### src/rtl/turn_controller.sv
// Turn sequencer for the two-player 9-card bidding game: turn order,
// card legality, handout strobes, per-round scoring and the final verdict.
module turn_controller #(
    parameter int NUM_ROUNDS = 9,
    parameter int CARD_W     = 9,
    parameter int SCORE_W    = 4
) (
    input  logic               clk,
    input  logic               resetn,
    input  logic [CARD_W-1:0]  p1_select,
    input  logic               p1_confirm,
    input  logic [CARD_W-1:0]  p2_select,
    input  logic               p2_confirm,
    input  logic [CARD_W-1:0]  p1_card,
    input  logic [CARD_W-1:0]  p2_card,
    input  logic [3:0]         p1_handcard,
    input  logic [3:0]         p2_handcard,
    output logic [CARD_W-1:0]  p1_cardselect,
    output logic [CARD_W-1:0]  p2_cardselect,
    output logic               handout_p1_pulse,
    output logic               handout_p2_pulse,
    output logic               p1_turn,
    output logic               p2_turn,
    output logic               invalid,
    output logic [3:0]         round,
    output logic [SCORE_W-1:0] p1_score,
    output logic [SCORE_W-1:0] p2_score,
    output logic [1:0]         round_winner,
    output logic               game_over,
    output logic [1:0]         winner
);

    typedef enum logic [2:0] {
        S_WAIT_FIRST,
        S_ISSUE_FIRST,
        S_WAIT_SECOND,
        S_ISSUE_SECOND,
        S_COMPARE,
        S_GAME_OVER
    } state_e;

    state_e             state_q, state_d;
    logic               leader_q, leader_d;
    logic [3:0]         round_q, round_d;
    logic [SCORE_W-1:0] s1_q, s1_d;
    logic [SCORE_W-1:0] s2_q, s2_d;
    logic [1:0]         rw_q, rw_d;
    logic [CARD_W-1:0]  cs1_q, cs1_d;
    logic [CARD_W-1:0]  cs2_q, cs2_d;
    logic               pls1_q, pls1_d;
    logic               pls2_q, pls2_d;
    logic               inv_q, inv_d;

    logic              second;
    logic              waiting;
    logic              mover_p2;
    logic              mv_confirm;
    logic [CARD_W-1:0] mv_sel;
    logic [CARD_W-1:0] mv_used;
    logic              onehot;
    logic              legal;

    // leader_q: 0 = p1 leads, 1 = p2 leads; the second mover is the other one
    assign second   = (state_q == S_WAIT_SECOND) || (state_q == S_ISSUE_SECOND);
    assign waiting  = (state_q == S_WAIT_FIRST) || (state_q == S_WAIT_SECOND);
    assign mover_p2 = leader_q ^ second;

    assign mv_confirm = mover_p2 ? p2_confirm : p1_confirm;
    assign mv_sel     = mover_p2 ? p2_select  : p1_select;
    assign mv_used    = mover_p2 ? p2_card    : p1_card;

    assign onehot = (mv_sel != '0) &&
                    ((mv_sel & (mv_sel - CARD_W'(1))) == '0);
    assign legal  = waiting && mv_confirm && onehot &&
                    ((mv_sel & mv_used) == '0);

    always_ff @(posedge clk or negedge resetn) begin
        if (!resetn) begin
            state_q  <= S_WAIT_FIRST;
            leader_q <= 1'b0;
            round_q  <= 4'd1;
            s1_q     <= '0;
            s2_q     <= '0;
            rw_q     <= 2'b00;
            cs1_q    <= '0;
            cs2_q    <= '0;
            pls1_q   <= 1'b0;
            pls2_q   <= 1'b0;
            inv_q    <= 1'b0;
        end else begin
            state_q  <= state_d;
            leader_q <= leader_d;
            round_q  <= round_d;
            s1_q     <= s1_d;
            s2_q     <= s2_d;
            rw_q     <= rw_d;
            cs1_q    <= cs1_d;
            cs2_q    <= cs2_d;
            pls1_q   <= pls1_d;
            pls2_q   <= pls2_d;
            inv_q    <= inv_d;
        end
    end

    always_comb begin
        state_d  = state_q;
        leader_d = leader_q;
        round_d  = round_q;
        s1_d     = s1_q;
        s2_d     = s2_q;
        rw_d     = rw_q;
        cs1_d    = cs1_q;
        cs2_d    = cs2_q;
        pls1_d   = 1'b0;
        pls2_d   = 1'b0;
        inv_d    = 1'b0;
        unique case (state_q)
            S_WAIT_FIRST, S_WAIT_SECOND: begin
                if (legal) begin
                    state_d = second ? S_ISSUE_SECOND : S_ISSUE_FIRST;
                    if (mover_p2) begin
                        cs2_d  = mv_sel;
                        pls2_d = 1'b1;
                    end else begin
                        cs1_d  = mv_sel;
                        pls1_d = 1'b1;
                    end
                end else if (mv_confirm) begin
                    inv_d = 1'b1;
                end
            end
            S_ISSUE_FIRST:  state_d = S_WAIT_SECOND;
            S_ISSUE_SECOND: state_d = S_COMPARE;
            S_COMPARE: begin
                unique case (1'b1)
                    (p1_handcard > p2_handcard): begin
                        s1_d     = s1_q + SCORE_W'(1);
                        rw_d     = 2'b01;
                        leader_d = 1'b0;
                    end
                    (p2_handcard > p1_handcard): begin
                        s2_d     = s2_q + SCORE_W'(1);
                        rw_d     = 2'b10;
                        leader_d = 1'b1;
                    end
                    default: rw_d = 2'b11;
                endcase
                if (round_q == 4'(NUM_ROUNDS)) begin
                    state_d = S_GAME_OVER;
                end else begin
                    round_d = round_q + 4'd1;
                    state_d = S_WAIT_FIRST;
                end
            end
            S_GAME_OVER: state_d = S_GAME_OVER;
            default:     state_d = S_WAIT_FIRST;
        endcase
    end

    always_comb begin
        p1_turn   = waiting && !mover_p2;
        p2_turn   = waiting && mover_p2;
        game_over = (state_q == S_GAME_OVER);
        winner    = 2'b00;
        if (game_over) begin
            unique case (1'b1)
                (s1_q > s2_q): winner = 2'b01;
                (s2_q > s1_q): winner = 2'b10;
                default:       winner = 2'b11;
            endcase
        end
    end

    assign p1_cardselect    = cs1_q;
    assign p2_cardselect    = cs2_q;
    assign handout_p1_pulse = pls1_q;
    assign handout_p2_pulse = pls2_q;
    assign invalid          = inv_q;
    assign round            = round_q;
    assign p1_score         = s1_q;
    assign p2_score         = s2_q;
    assign round_winner     = rw_q;

endmodule

### config.mk
export PLATFORM = sky130hd
export DESIGN_NAME = turn_controller
export DESIGN_NICKNAME = d
export VERILOG_FILES = /design/src/rtl/turn_controller.sv
export SDC_FILE = /design/constraint.sdc
export NUM_CORES = 1
export LEC_CHECK = 0
export ABC_AREA = 1
export BUFFER_PORTS_ARGS = -buffer_cell sky130_fd_sc_hd__buf_2
export CAP_MARGIN = 20
export CORE_AREA = 4 4 76 78
export CTS_BUF_LIST = sky130_fd_sc_hd__clkbuf_4 sky130_fd_sc_hd__clkbuf_8
export DETAILED_ROUTE_END_ITERATION = 7
export DIE_AREA = 0 0 80 82
export GPL_TIMING_DRIVEN = 1
export PLACE_DENSITY = 0.77
export SLEW_MARGIN = 20
export SYNTH_ARGS = -nofsm -noshare
export SYNTH_HDL_FRONTEND = slang
export SYNTH_SLANG_ARGS = --single-unit
### constraint.sdc
create_clock -name clk -period 2.4 [get_ports clk]
set_input_delay 0.36 -clock clk [delete_from_list [all_inputs] [get_ports clk]]
set_output_delay 0.36 -clock clk [all_outputs]
set_load 0.01 [all_outputs]
==> run_summary.xml, run 1 <==
<?xml version="1.0" encoding="UTF-8"?>
<metrics>
  <group name="sta">
    <metric name="final.setup_skew" unit="ns">0.0107</metric>
    <metric name="timing_hold_violations_final" unit="">0</metric>
    <metric name="final.period_utilization" unit="%">100</metric>
    <metric name="achievable-frequency" unit="MHz">416</metric>
    <metric name="postLayoutSetupSlackWorst" unit="ns">-0.00632</metric>
    <metric name="period_needed" unit="ns">2.41</metric>
    <metric name="slew_viol_final" unit="">0</metric>
    <metric name="grt_setup_unrepaired" unit="">yes</metric>
    <metric name="timing.max_slew.rel_slack" unit="%">46.1</metric>
    <metric name="timing.final.setup_violations" unit="">1</metric>
    <metric name="max_slew.worst_pin.slew" unit="ns">0.808</metric>
  </group>
  <group name="cells_and_area">
    <metric name="fillerInstances" unit="">380</metric>
    <metric name="n_antenna_cell" unit="">0</metric>
    <metric name="fin_util" unit="%">73.8</metric>
    <metric name="layout_cell_share_with_drive_strength_beyond_1" unit="%">40.5</metric>
    <metric name="fin_area" unit="µm²">3740</metric>
    <metric name="multi_input_area" unit="µm²">1530</metric>
    <metric name="finish.net_count" unit="">526</metric>
    <metric name="areaGrowthSynthToFinish" unit="%">43.8</metric>
    <metric name="most_common_library_cell_in_the_layout_ignoring_fill_and_taps" unit="">sky130_fd_sc_hd__nand2_1</metric>
    <metric name="sequential_cell_area" unit="µm²">982</metric>
    <metric name="mostFrequentLayoutCells" unit="">sky130_fd_sc_hd__nand2_1, sky130_fd_sc_hd__buf_2, sky130_fd_sc_hd__inv_1</metric>
  </group>
  <group name="worst_setup_path">
    <metric name="reg2reg_setup_slack" unit="ns">-0.006</metric>
    <metric name="criticalPathCategory" unit="">flop to flop</metric>
    <metric name="cp_data_required_time" unit="ns">2.63</metric>
    <metric name="startpoint" unit="">state_q[2]</metric>
    <metric name="critical_path.reg2reg.startpoint" unit="">state_q[2]</metric>
    <metric name="setup_crit_end_kind" unit="">flop</metric>
    <metric name="r2r_end" unit="">p2_cardselect[2]</metric>
    <metric name="worstPathArrival" unit="ns">2.63</metric>
    <metric name="crit_end" unit="">p2_cardselect[2]</metric>
    <metric name="largest_fanout_on_the_critical_path" unit="">9</metric>
    <metric name="critical_path.startpoint_type" unit="">flop</metric>
    <metric name="reg2regPathDepth" unit="">18</metric>
  </group>
  <group name="route">
    <metric name="drc" unit="">0</metric>
    <metric name="num_vias" unit="">2730</metric>
    <metric name="postRouteWirelength" unit="µm">7400</metric>
    <metric name="ant_nets" unit="">0</metric>
    <metric name="routed_wl_per_cell" unit="µm">13.8</metric>
    <metric name="drt_first_pass_iters" unit="">4</metric>
    <metric name="detail_route.vias_per_cell" unit="">5.08</metric>
    <metric name="drt_first_iter_violations" unit="">245</metric>
  </group>
  <group name="clock_tree">
    <metric name="cts_tree" unit="">yes</metric>
    <metric name="count_of_h_tree_levels_built_during_cts" unit="">2</metric>
    <metric name="clock_insertion_delay_worst_skew" unit="ns">0.29</metric>
    <metric name="cts_buffer_depth" unit="">2</metric>
    <metric name="clk_pin_slew_worst_paths" unit="ns">0.08</metric>
    <metric name="number_of_buffers_created_by_cts" unit="">5</metric>
    <metric name="number_of_clock_sinks_seen_by_cts" unit="">39</metric>
    <metric name="root_buffer" unit="">sky130_fd_sc_hd__clkbuf_8</metric>
  </group>
  <group name="yosys">
    <metric name="synth_seq_cells" unit="">39</metric>
    <metric name="synth_top_cell_by_area" unit="">sky130_fd_sc_hd__dfrtp_1</metric>
    <metric name="yosysWarningCount" unit="">0</metric>
    <metric name="seq_area_frac_synth" unit="%">37.5</metric>
    <metric name="syn_area" unit="µm²">2600</metric>
    <metric name="post_synth_inst_count" unit="">340</metric>
    <metric name="mappedNetlistNets" unit="">400</metric>
    <metric name="synth_area_leaders" unit="">sky130_fd_sc_hd__dfrtp_1, sky130_fd_sc_hd__nand2_1, sky130_fd_sc_hd__ha_1</metric>
    <metric name="postSynthAreaPerCell" unit="µm²">7.66</metric>
    <metric name="netlist.area_leader.share" unit="%">36.5</metric>
    <metric name="synth_cell_types" unit="">35</metric>
  </group>
  <group name="job">
    <metric name="max-cap-violations" unit="">0</metric>
  </group>
  <group name="global_routing">
    <metric name="via_count_of_the_first_global_routing_pass" unit="">2247</metric>
    <metric name="globalRouteTotalUtil" unit="%">19.4</metric>
    <metric name="number_of_antenna_violations_at_the_first_check_in_global_routing" unit="">0</metric>
    <metric name="grt_overflow" unit="">0</metric>
    <metric name="grt_first_pass_wirelength" unit="µm">10200</metric>
    <metric name="grt_max_degree" unit="">40</metric>
  </group>
  <group name="placement">
    <metric name="numPortBuffers" unit="">87</metric>
    <metric name="detailed_place.area" unit="µm²">3170</metric>
    <metric name="gp_congestion" unit="">0.940</metric>
    <metric name="post_detailed_placement_half_perimeter_wirelength" unit="µm">4900</metric>
  </group>
  <group name="outcome">
    <metric name="outcome" unit="">finished with violations</metric>
    <metric name="violations" unit="">setup timing</metric>
  </group>
  <group name="pwr">
    <metric name="power_per_cell_area" unit="nW/µm²">1360</metric>
    <metric name="ir_drop" unit="V">0.000867</metric>
    <metric name="leakagePower" unit="nW">2.19</metric>
    <metric name="power" unit="mW">5.11</metric>
  </group>
  <group name="floorplanning">
    <metric name="initial_cell_density_of_the_core" unit="%">51.3</metric>
    <metric name="die_w" unit="µm">80</metric>
    <metric name="chipHeight" unit="µm">82</metric>
    <metric name="rows" unit="">26</metric>
    <metric name="design.portCount" unit="">88</metric>
    <metric name="die-area" unit="µm²">6560</metric>
    <metric name="core" unit="µm²">5070</metric>
  </group>
  <group name="worst_hold_path">
    <metric name="min_path_type" unit="">input port to async pin</metric>
  </group>
</metrics>
registers in the layout (all words and copies together), names as in the netlist:
name and count:
p2_score 4, handout_p1_pulse 1, state_q 3, invalid 1
round 4, p1_score 4, p2_cardselect 9, p1_cardselect 9
leader_q 1, handout_p2_pulse 1, round_winner 2
what timing repair did:
action / 4_1_cts / 5_1_grt
gates cloned: 0 / 9
hold buffers: 0 / 0
setup buffers: 4 / 17
pin swaps: 1 / 19
resized for setup: 0 / 31
endpoints found under the setup margin: 19 / 22
worst max-delay path, stage by stage, from the launching register on:
cell and delay (ns):
sky130_fd_sc_hd__dfrtp_2 0.44, sky130_fd_sc_hd__inv_2 0.10, sky130_fd_sc_hd__nand3_4 0.11, sky130_fd_sc_hd__nand3_4 0.13, sky130_fd_sc_hd__buf_4 0.15, sky130_fd_sc_hd__nand2_8 0.07
sky130_fd_sc_hd__nand2_1 0.10, sky130_fd_sc_hd__nand2_4 0.09, sky130_fd_sc_hd__nand2_1 0.10, sky130_fd_sc_hd__nand2_1 0.07, sky130_fd_sc_hd__nor2_1 0.12, sky130_fd_sc_hd__nand3_1 0.09
sky130_fd_sc_hd__nor2_1 0.11, sky130_fd_sc_hd__nand2_1 0.10, sky130_fd_sc_hd__nor2_4 0.11, sky130_fd_sc_hd__buf_12 0.14, sky130_fd_sc_hd__buf_12 0.12, sky130_fd_sc_hd__nand4_1 0.11
sky130_fd_sc_hd__nand2_1 0.10
cells in the mapped netlist, drive strengths merged:
master and number:
xor2 8, o22ai 1, nand3 27, a221oi 1, nor3 3, a31oi 3
dfrtp 38, nand4 20, ha 12, nand2 133, nor4 1, a21oi 3
inv 41, o21ai 4, buf 10, clkbuf 2, dfstp 1, a21boi 1
nor2 22, xnor2 2, o21bai 2, nand3b 5
stage by stage:
step	hold slack (ns)	worst slack [ns]	TNS (ns)	cells
finish	0.157	-0.00632	-0.00632	537
global placement	0.448	0.00229	0	499
CTS	0.186	0.00249	0	511
global route	0.229	-0.179	-3.05	537
detailed placement	0.458	-0.0894	-1.15	499
floorplan	0.0644	0.279	0	340
metal layers:
layer | track usage [%] | part of all wire (%) | vias up
met5 | 0 | 0 | -
met3 | 3.84 | 6.7 | 32
met2 | 31.5 | 47 | 125
met1 | 25.9 | 42 | 1227
met4 | 6.42 | 4.1 | 0
li1 | - | - | 1346
area by class of cell:
class                      count  area share (%)
multi-input combinational    252            40.9
sequential                    39            26.2
timing repair buffer         127            23.4
inverter                      41            4.11
tap                           70            2.34
clock buffer                   5            1.84
clock inverter                 3            1.17
report_power, final:
part           total, mW  switching (mW)  internal, mW  leakage (nW)
clock              0.550           0.241         0.310        0.0581
sequential          1.01           0.173         0.834         0.506
combinational       3.55            2.02          1.53          1.62
total               5.11            2.44          2.67          2.19
worst min-delay path by stage:
stage | start | to | slack (ns) | depth (start not counted)
after detailed placement | p2_cardselect[2] | p2_cardselect[2] | 0.46 | 2
after global placement | p2_cardselect[2] | p2_cardselect[2] | 0.45 | 2
after CTS | resetn | state_q[0] | 0.19 | 1
final | resetn | p2_cardselect[3] | 0.16 | 1
after floorplan | resetn | handout_p1_pulse | 0.06 | 0
after global routing | resetn | p2_cardselect[3] | 0.23 | 1
cells by family (layout without fill, tap and decap cells):
family | Yosys count | after routing | share of synthesized area [%]
AOI/OAI and AO/OA | 15 | 15 | 3.65
xor gates and xnor gates | 10 | 10 | 3.36
adders and majority gates | 12 | 12 | 5.76
buffers and inverters | 53 | 176 | 9.89
DFF | 39 | 39 | 37.5
and+or+nand+nor | 211 | 215 | 39.8
Power figures use the tool's default switching activity.
==> run 2: changes to the inputs <==
- ABC_AREA: 1 -> default
- CORE_AREA: 4 4 76 78 -> 4 4 72 74
- DIE_AREA: 0 0 80 82 -> 0 0 76 78
- PLACE_DENSITY: 0.77 -> 0.75
==> run_summary.xml, run 2 <==
<?xml version="1.0" encoding="UTF-8"?>
<metrics>
  <group name="clock_tree">
    <metric name="number_of_clock_sinks_seen_by_cts" unit="">39</metric>
    <metric name="cts_tree" unit="">yes</metric>
    <metric name="clock_insertion_delay_worst_skew" unit="ns">0.28</metric>
    <metric name="number_of_buffers_created_by_cts" unit="">5</metric>
    <metric name="count_of_h_tree_levels_built_during_cts" unit="">2</metric>
    <metric name="clk_pin_slew_worst_paths" unit="ns">0.07</metric>
    <metric name="root_buffer" unit="">sky130_fd_sc_hd__clkbuf_8</metric>
    <metric name="cts_buffer_depth" unit="">2</metric>
  </group>
  <group name="route">
    <metric name="num_vias" unit="">2008</metric>
    <metric name="postRouteWirelength" unit="µm">5810</metric>
    <metric name="drc" unit="">0</metric>
    <metric name="detail_route.vias_per_cell" unit="">5.22</metric>
    <metric name="drt_first_iter_violations" unit="">76</metric>
    <metric name="ant_nets" unit="">0</metric>
    <metric name="routed_wl_per_cell" unit="µm">15.1</metric>
    <metric name="drt_first_pass_iters" unit="">4</metric>
  </group>
  <group name="worst_setup_path">
    <metric name="r2r_end" unit="">p1_cardselect[0]</metric>
    <metric name="worstPathArrival" unit="ns">2.65</metric>
    <metric name="critical_path.startpoint_type" unit="">flop</metric>
    <metric name="reg2regPathDepth" unit="">10</metric>
    <metric name="criticalPathCategory" unit="">flop to flop</metric>
    <metric name="critical_path.reg2reg.startpoint" unit="">state_q[2]</metric>
    <metric name="largest_fanout_on_the_critical_path" unit="">4</metric>
    <metric name="setup_crit_end_kind" unit="">flop</metric>
    <metric name="cp_data_required_time" unit="ns">2.57</metric>
    <metric name="reg2reg_setup_slack" unit="ns">-0.08</metric>
  </group>
  <group name="global_routing">
    <metric name="grt.met2_usage" unit="%">33.6</metric>
    <metric name="globalRouteTotalUtil" unit="%">19.8</metric>
    <metric name="global_route.usage.met3" unit="%">4.29</metric>
    <metric name="grt_overflow" unit="">0</metric>
    <metric name="grt_max_degree" unit="">40</metric>
    <metric name="via_count_of_the_first_global_routing_pass" unit="">2125</metric>
    <metric name="grt.busiest_layer" unit="">met2</metric>
    <metric name="groute.layer.met1.usage" unit="%">24.8</metric>
    <metric name="grt_first_pass_wirelength" unit="µm">9670</metric>
    <metric name="number_of_antenna_violations_at_the_first_check_in_global_routing" unit="">0</metric>
  </group>
  <group name="yosys">
    <metric name="netlist.area_leader.share" unit="%">43.6</metric>
    <metric name="synth_common_cells" unit="">sky130_fd_sc_hd__dfrtp_1, sky130_fd_sc_hd__inv_1, sky130_fd_sc_hd__nand2_1</metric>
    <metric name="syn_area" unit="µm²">2180</metric>
    <metric name="synth_seq_cells" unit="">39</metric>
    <metric name="synth_area_leaders" unit="">sky130_fd_sc_hd__dfrtp_1, sky130_fd_sc_hd__ha_1, sky130_fd_sc_hd__mux2i_1</metric>
    <metric name="synth_cell_types" unit="">41</metric>
    <metric name="mappedNetlistNets" unit="">261</metric>
    <metric name="postSynthAreaPerCell" unit="µm²">10.8</metric>
    <metric name="seq_area_frac_synth" unit="%">44.8</metric>
    <metric name="post_synth_inst_count" unit="">201</metric>
    <metric name="postSynth.asyncResetShare" unit="%">100</metric>
    <metric name="yosysWarningCount" unit="">0</metric>
    <metric name="yosys_most_used_dff" unit="">sky130_fd_sc_hd__dfrtp_1</metric>
    <metric name="most_common_cell_in_the_netlist" unit="">sky130_fd_sc_hd__dfrtp_1</metric>
    <metric name="count_of_flip_flops_with_a_built_in_enable_after_synthesis" unit="">0</metric>
    <metric name="synth_top_cell_by_area" unit="">sky130_fd_sc_hd__dfrtp_1</metric>
  </group>
  <group name="worst_hold_path">
    <metric name="min_path_type" unit="">input port to async pin</metric>
  </group>
  <group name="sta">
    <metric name="achievable-frequency" unit="MHz">404</metric>
    <metric name="slew_viol_final" unit="">0</metric>
    <metric name="timing.final.setup_violations" unit="">16</metric>
    <metric name="timing_hold_violations_final" unit="">0</metric>
    <metric name="postLayoutSetupSlackWorst" unit="ns">-0.0781</metric>
    <metric name="period_needed" unit="ns">2.48</metric>
    <metric name="fin_tns_setup" unit="ns">-0.625</metric>
    <metric name="max_slew.worst_pin.slew" unit="ns">0.859</metric>
    <metric name="grt_setup_unrepaired" unit="">yes</metric>
    <metric name="final.period_utilization" unit="%">103</metric>
    <metric name="final.setup_skew" unit="ns">0.00637</metric>
    <metric name="timing.max_slew.rel_slack" unit="%">42.8</metric>
  </group>
  <group name="pwr">
    <metric name="switching_share" unit="%">24.6</metric>
    <metric name="power" unit="mW">1.38</metric>
    <metric name="clockPowerShare" unit="%">33.1</metric>
    <metric name="seqPwrFrac" unit="%">48.2</metric>
    <metric name="power_per_cell_area" unit="nW/µm²">426</metric>
    <metric name="internal-power" unit="mW">1.04</metric>
    <metric name="leakagePower" unit="nW">1.73</metric>
    <metric name="p_switching" unit="mW">0.340</metric>
    <metric name="power.combinational.fraction" unit="%">18.8</metric>
    <metric name="ir_drop" unit="V">0.000263</metric>
  </group>
  <group name="floorplanning">
    <metric name="die-area" unit="µm²">5930</metric>
    <metric name="die_w" unit="µm">76</metric>
    <metric name="initial_cell_density_of_the_core" unit="%">47.4</metric>
    <metric name="chipHeight" unit="µm">78</metric>
    <metric name="core" unit="µm²">4600</metric>
    <metric name="design.portCount" unit="">88</metric>
    <metric name="rows" unit="">25</metric>
  </group>
  <group name="cells_and_area">
    <metric name="fillerInstances" unit="">348</metric>
    <metric name="fin_util" unit="%">70.7</metric>
    <metric name="areaGrowthSynthToFinish" unit="%">49.1</metric>
    <metric name="most_common_library_cell_in_the_layout_ignoring_fill_and_taps" unit="">sky130_fd_sc_hd__buf_2</metric>
    <metric name="n_antenna_cell" unit="">0</metric>
    <metric name="finish.net_count" unit="">390</metric>
    <metric name="mostFrequentLayoutCells" unit="">sky130_fd_sc_hd__buf_2, sky130_fd_sc_hd__dfrtp_1, sky130_fd_sc_hd__buf_4</metric>
    <metric name="layout_cell_share_with_drive_strength_beyond_1" unit="%">50.5</metric>
  </group>
  <group name="outcome">
    <metric name="violations" unit="">setup timing</metric>
    <metric name="outcome" unit="">finished with violations</metric>
  </group>
  <group name="placement">
    <metric name="post_detailed_placement_half_perimeter_wirelength" unit="µm">4340</metric>
    <metric name="numPortBuffers" unit="">87</metric>
    <metric name="gp_congestion" unit="">0.776</metric>
  </group>
  <group name="job">
    <metric name="max-cap-violations" unit="">0</metric>
  </group>
</metrics>
==> run 2: cell types whose count changed after synthesis, sizes merged, moves of 14 or more <==
cell	previous run	this run
inv	41	18
mux2i	0	15
nand3	27	2
nand4	20	4
mux2	0	14
nand2	133	16
==> run 2: kinds of logic after synthesis <==
| group | after synthesis | share of synthesized area, % |
|---|---|---|
| fa+ha+maj | 12 | 6.89 |
| flops | 39 | 44.8 |
| simple gates | 56 | 13.7 |
| xor+xnor | 12 | 5.17 |
| compound gates | 30 | 10.4 |
| mux | 29 | 14.3 |
| buf+inv | 23 | 4.65 |
==> run 2: worst max-delay path by stage <==
stage               slack, ns        from                to  cells after the start
floorplan               -0.03  state_q[1]  p2_cardselect[0]                      9
detailed placement      -0.13  state_q[1]  p2_cardselect[0]                      8
global placement        -0.07  state_q[1]  p2_cardselect[0]                      8
global route            -0.20  state_q[1]  p1_cardselect[0]                     10
finish                  -0.08  state_q[2]  p1_cardselect[0]                     10
CTS                     -0.02  state_q[1]  p1_cardselect[0]                     10
==> run 2: cell type report <==
type                    instances  area [µm²]  share of cell area, %
multi-input cells             139        1270                   39.1
flip-flops and latches         39         977                   30.1
repair buffers                127         771                   23.7
clock buffers                   7        90.1                   2.77
inverters                      18        67.6                   2.08
well taps                      54        67.6                   2.08
clock inverters                 1        5.00                  0.154
==> run 2: through the flow <==
stage / instances / instance area (µm²) / hold slack (ns) / setup WS [ns]
after floorplan: 201 / 2200 / 0.0644 / -0.0287
after global placement: 367 / 2910 / 0.464 / -0.0666
after detailed placement: 367 / 2910 / 0.477 / -0.134
after CTS: 384 / 3220 / 0.219 / -0.0205
after global routing: 385 / 3250 / 0.253 / -0.202
final: 385 / 3250 / 0.178 / -0.0781
==> run 2: per-layer routing <==
layer | up-vias | share of wire, %
met5 | - | 0
met3 | 13 | 4.0
met4 | 0 | 2.1
met1 | 974 | 42
met2 | 56 | 52
li1 | 965 | -
==> run 2: critical path: stages (launching register included) <==
cell                        delay, ns
sky130_fd_sc_hd__dfrtp_1         0.41
sky130_fd_sc_hd__nor2b_4         0.18
sky130_fd_sc_hd__xnor2_4         0.17
sky130_fd_sc_hd__buf_12          0.16
sky130_fd_sc_hd__mux2i_4         0.24
sky130_fd_sc_hd__a21oi_2         0.10
sky130_fd_sc_hd__nor4_4          0.31
sky130_fd_sc_hd__buf_4           0.18
sky130_fd_sc_hd__o2111ai_4       0.14
sky130_fd_sc_hd__buf_6           0.17
sky130_fd_sc_hd__mux2_4          0.29
==> run 2: timing repair <==
action | CTS | global route
endpoints found under the hold margin | 0 | 0
buffers inserted | 9 | 1
resized for setup | 30 | 6
endpoints found under the setup margin | 14 | 23
hold buffers | 0 | 0
pin swaps | 8 | 3
==> run 2: power by group through the flow <==
stage	registers (mW)	logic, mW	clock network [mW]
6_report	0.666	0.260	0.458
5_1_grt	0.667	0.282	0.503
4_1_cts	0.666	0.255	0.472
3_5_place_dp	0.679	0.214	0
3_3_place_gp	0.679	0.210	0
2_1_floorplan	0.682	0.0901	0
==> run 3: changes to the inputs <==
- RECOVER_POWER: default -> 50
==> run_summary.xml, run 3 (synthesis results as in run 2) <==
<?xml version="1.0" encoding="UTF-8"?>
<metrics>
  <group name="global_routing">
    <metric name="grt.busiest_layer" unit="">met2</metric>
    <metric name="grt_overflow" unit="">0</metric>
    <metric name="number_of_antenna_violations_at_the_first_check_in_global_routing" unit="">0</metric>
    <metric name="global_route.usage.met3" unit="%">4.29</metric>
    <metric name="groute.layer.met1.usage" unit="%">24.8</metric>
    <metric name="grt_first_pass_wirelength" unit="µm">9670</metric>
    <metric name="globalRouteTotalUtil" unit="%">19.8</metric>
    <metric name="grt_max_degree" unit="">40</metric>
    <metric name="via_count_of_the_first_global_routing_pass" unit="">2125</metric>
    <metric name="grt.met2_usage" unit="%">33.6</metric>
  </group>
  <group name="pwr">
    <metric name="ir_drop" unit="V">0.000263</metric>
    <metric name="leakagePower" unit="nW">1.70</metric>
    <metric name="power_per_cell_area" unit="nW/µm²">427</metric>
    <metric name="power" unit="mW">1.38</metric>
  </group>
  <group name="placement">
    <metric name="post_detailed_placement_half_perimeter_wirelength" unit="µm">4340</metric>
    <metric name="pre_cts_setup_slack" unit="ns">-0.134</metric>
    <metric name="gp_congestion" unit="">0.776</metric>
    <metric name="numPortBuffers" unit="">87</metric>
    <metric name="detailed_place.area" unit="µm²">2910</metric>
  </group>
  <group name="cells_and_area">
    <metric name="fin_area" unit="µm²">3240</metric>
    <metric name="areaGrowthSynthToFinish" unit="%">48.5</metric>
    <metric name="finish.net_count" unit="">390</metric>
    <metric name="n_antenna_cell" unit="">0</metric>
    <metric name="mostFrequentLayoutCells" unit="">sky130_fd_sc_hd__buf_2, sky130_fd_sc_hd__dfrtp_1, sky130_fd_sc_hd__buf_4</metric>
    <metric name="most_common_library_cell_in_the_layout_ignoring_fill_and_taps" unit="">sky130_fd_sc_hd__buf_2</metric>
    <metric name="fillerInstances" unit="">353</metric>
    <metric name="layout_cell_share_with_drive_strength_beyond_1" unit="%">47.4</metric>
  </group>
  <group name="clock_tree">
    <metric name="clock_insertion_delay_worst_skew" unit="ns">0.28</metric>
    <metric name="cts_tree" unit="">yes</metric>
    <metric name="root_buffer" unit="">sky130_fd_sc_hd__clkbuf_8</metric>
    <metric name="clk_pin_slew_worst_paths" unit="ns">0.07</metric>
    <metric name="number_of_buffers_created_by_cts" unit="">5</metric>
    <metric name="cts_buffer_depth" unit="">2</metric>
    <metric name="count_of_h_tree_levels_built_during_cts" unit="">2</metric>
    <metric name="number_of_clock_sinks_seen_by_cts" unit="">39</metric>
    <metric name="post_cts_hold_fix_bufs" unit="">0</metric>
  </group>
  <group name="sta">
    <metric name="period_needed" unit="ns">2.48</metric>
    <metric name="timing.max_slew.rel_slack" unit="%">-37.0</metric>
    <metric name="postLayoutSetupSlackWorst" unit="ns">-0.0782</metric>
    <metric name="achievable-frequency" unit="MHz">404</metric>
    <metric name="grt_setup_unrepaired" unit="">yes</metric>
    <metric name="timing.final.setup_violations" unit="">16</metric>
    <metric name="final.setup_skew" unit="ns">0.00637</metric>
    <metric name="timing_hold_violations_final" unit="">0</metric>
    <metric name="max_slew.worst_pin.slew" unit="ns">2.05</metric>
    <metric name="final.period_utilization" unit="%">103</metric>
    <metric name="slew_viol_final" unit="">40</metric>
  </group>
  <group name="worst_setup_path">
    <metric name="reg2reg_setup_slack" unit="ns">-0.08</metric>
    <metric name="criticalPathCategory" unit="">flop to flop</metric>
    <metric name="critical_path.startpoint_type" unit="">flop</metric>
    <metric name="cp_data_required_time" unit="ns">2.57</metric>
    <metric name="setup_crit_end_kind" unit="">flop</metric>
    <metric name="largest_fanout_on_the_critical_path" unit="">4</metric>
    <metric name="worstPathArrival" unit="ns">2.65</metric>
  </group>
  <group name="route">
    <metric name="detail_route.vias_per_cell" unit="">5.22</metric>
    <metric name="drt_first_pass_iters" unit="">4</metric>
    <metric name="ant_nets" unit="">0</metric>
    <metric name="drt_first_iter_violations" unit="">78</metric>
    <metric name="postRouteWirelength" unit="µm">5820</metric>
    <metric name="num_vias" unit="">2008</metric>
    <metric name="routed_wl_per_cell" unit="µm">15.1</metric>
    <metric name="drc" unit="">0</metric>
  </group>
  <group name="outcome">
    <metric name="violations" unit="">capacitance limit, slew limit, setup timing</metric>
    <metric name="outcome" unit="">finished with violations</metric>
  </group>
  <group name="floorplanning">
    <metric name="initial_cell_density_of_the_core" unit="%">47.4</metric>
    <metric name="die_w" unit="µm">76</metric>
    <metric name="core" unit="µm²">4600</metric>
    <metric name="die-area" unit="µm²">5930</metric>
    <metric name="chipHeight" unit="µm">78</metric>
    <metric name="design.portCount" unit="">88</metric>
    <metric name="rows" unit="">25</metric>
  </group>
  <group name="job">
    <metric name="max-cap-violations" unit="">1</metric>
  </group>
  <group name="worst_hold_path">
    <metric name="min_path_type" unit="">input port to flop</metric>
  </group>
</metrics>
-- run 3: stage by stage --
| stage | std cells | utilization (%) | TNS [ns] | hold WS, ns |
|---|---|---|---|---|
| 3_3_place_gp | 367 | 63.2 | -0.450 | 0.464 |
| 6_report | 385 | 70.4 | -0.627 | 0.376 |
| 2_1_floorplan | 201 | - | -0.144 | 0.0644 |
| 5_1_grt | 385 | 70.4 | -2.90 | 0.379 |
| 4_1_cts | 384 | 70.0 | -0.0825 | 0.219 |
| 3_5_place_dp | 367 | 63.2 | -1.05 | 0.477 |
-- run 3: where the power goes --
group | switching [mW] | total, mW | internal (mW) | leakage (nW)
registers | 0.00331 | 0.667 | 0.663 | 0.472
logic | 0.122 | 0.259 | 0.136 | 1.18
clock network | 0.215 | 0.458 | 0.243 | 0.0517
total | 0.340 | 1.38 | 1.04 | 1.70
-- run 3: metal layers --
metal	part of all wire (%)	wire length, µm	vias to the layer above
met5	0	0	-
met2	51	2990	56
li1	-	-	965
met1	42	2470	974
met3	4.1	237	13
met4	2.1	123	0
-- run 3: repair_timing --
action                                  CTS  global route
endpoints found under the setup margin   14            23
cloned                                    0             0
pin swaps                                 8             3
resized for setup                        30             6
buffers inserted                          9             1
-- run 3: area by class of cell --
| cell class | instances | area, µm² | area share (%) |
|---|---|---|---|
| clock buffer | 7 | 90.1 | 2.78 |
| clock inverter | 1 | 5.00 | 0.155 |
| inverter | 18 | 67.6 | 2.09 |
| multi-input combinational | 139 | 1270 | 39.3 |
| sequential | 39 | 977 | 30.2 |
| tap | 54 | 67.6 | 2.09 |
| timing repair buffer | 127 | 758 | 23.4 |
-- run 3: critical path: stages (launching register included) --
cell and delay, ns:
sky130_fd_sc_hd__dfrtp_1 0.41, sky130_fd_sc_hd__nor2b_4 0.18, sky130_fd_sc_hd__xnor2_4 0.17, sky130_fd_sc_hd__buf_12 0.16, sky130_fd_sc_hd__mux2i_4 0.24, sky130_fd_sc_hd__a21oi_2 0.10, sky130_fd_sc_hd__nor4_4 0.31, sky130_fd_sc_hd__buf_4 0.18
sky130_fd_sc_hd__o2111ai_4 0.14, sky130_fd_sc_hd__buf_6 0.17, sky130_fd_sc_hd__mux2_4 0.29
-- run 3: worst paths after layout --
path | depth (start not counted) | end | start
setup / recovery | 10 | p1_cardselect[0] | state_q[2]
hold reg to reg | 1 | p1_score[3] | p1_score[3]
min in group asynchronous | 1 | p1_cardselect[3] | resetn
setup reg to reg | 10 | p1_cardselect[0] | state_q[2]
max in group asynchronous | 1 | p2_cardselect[5] | resetn
hold / removal | 2 | p1_cardselect[5] | p1_select[5]
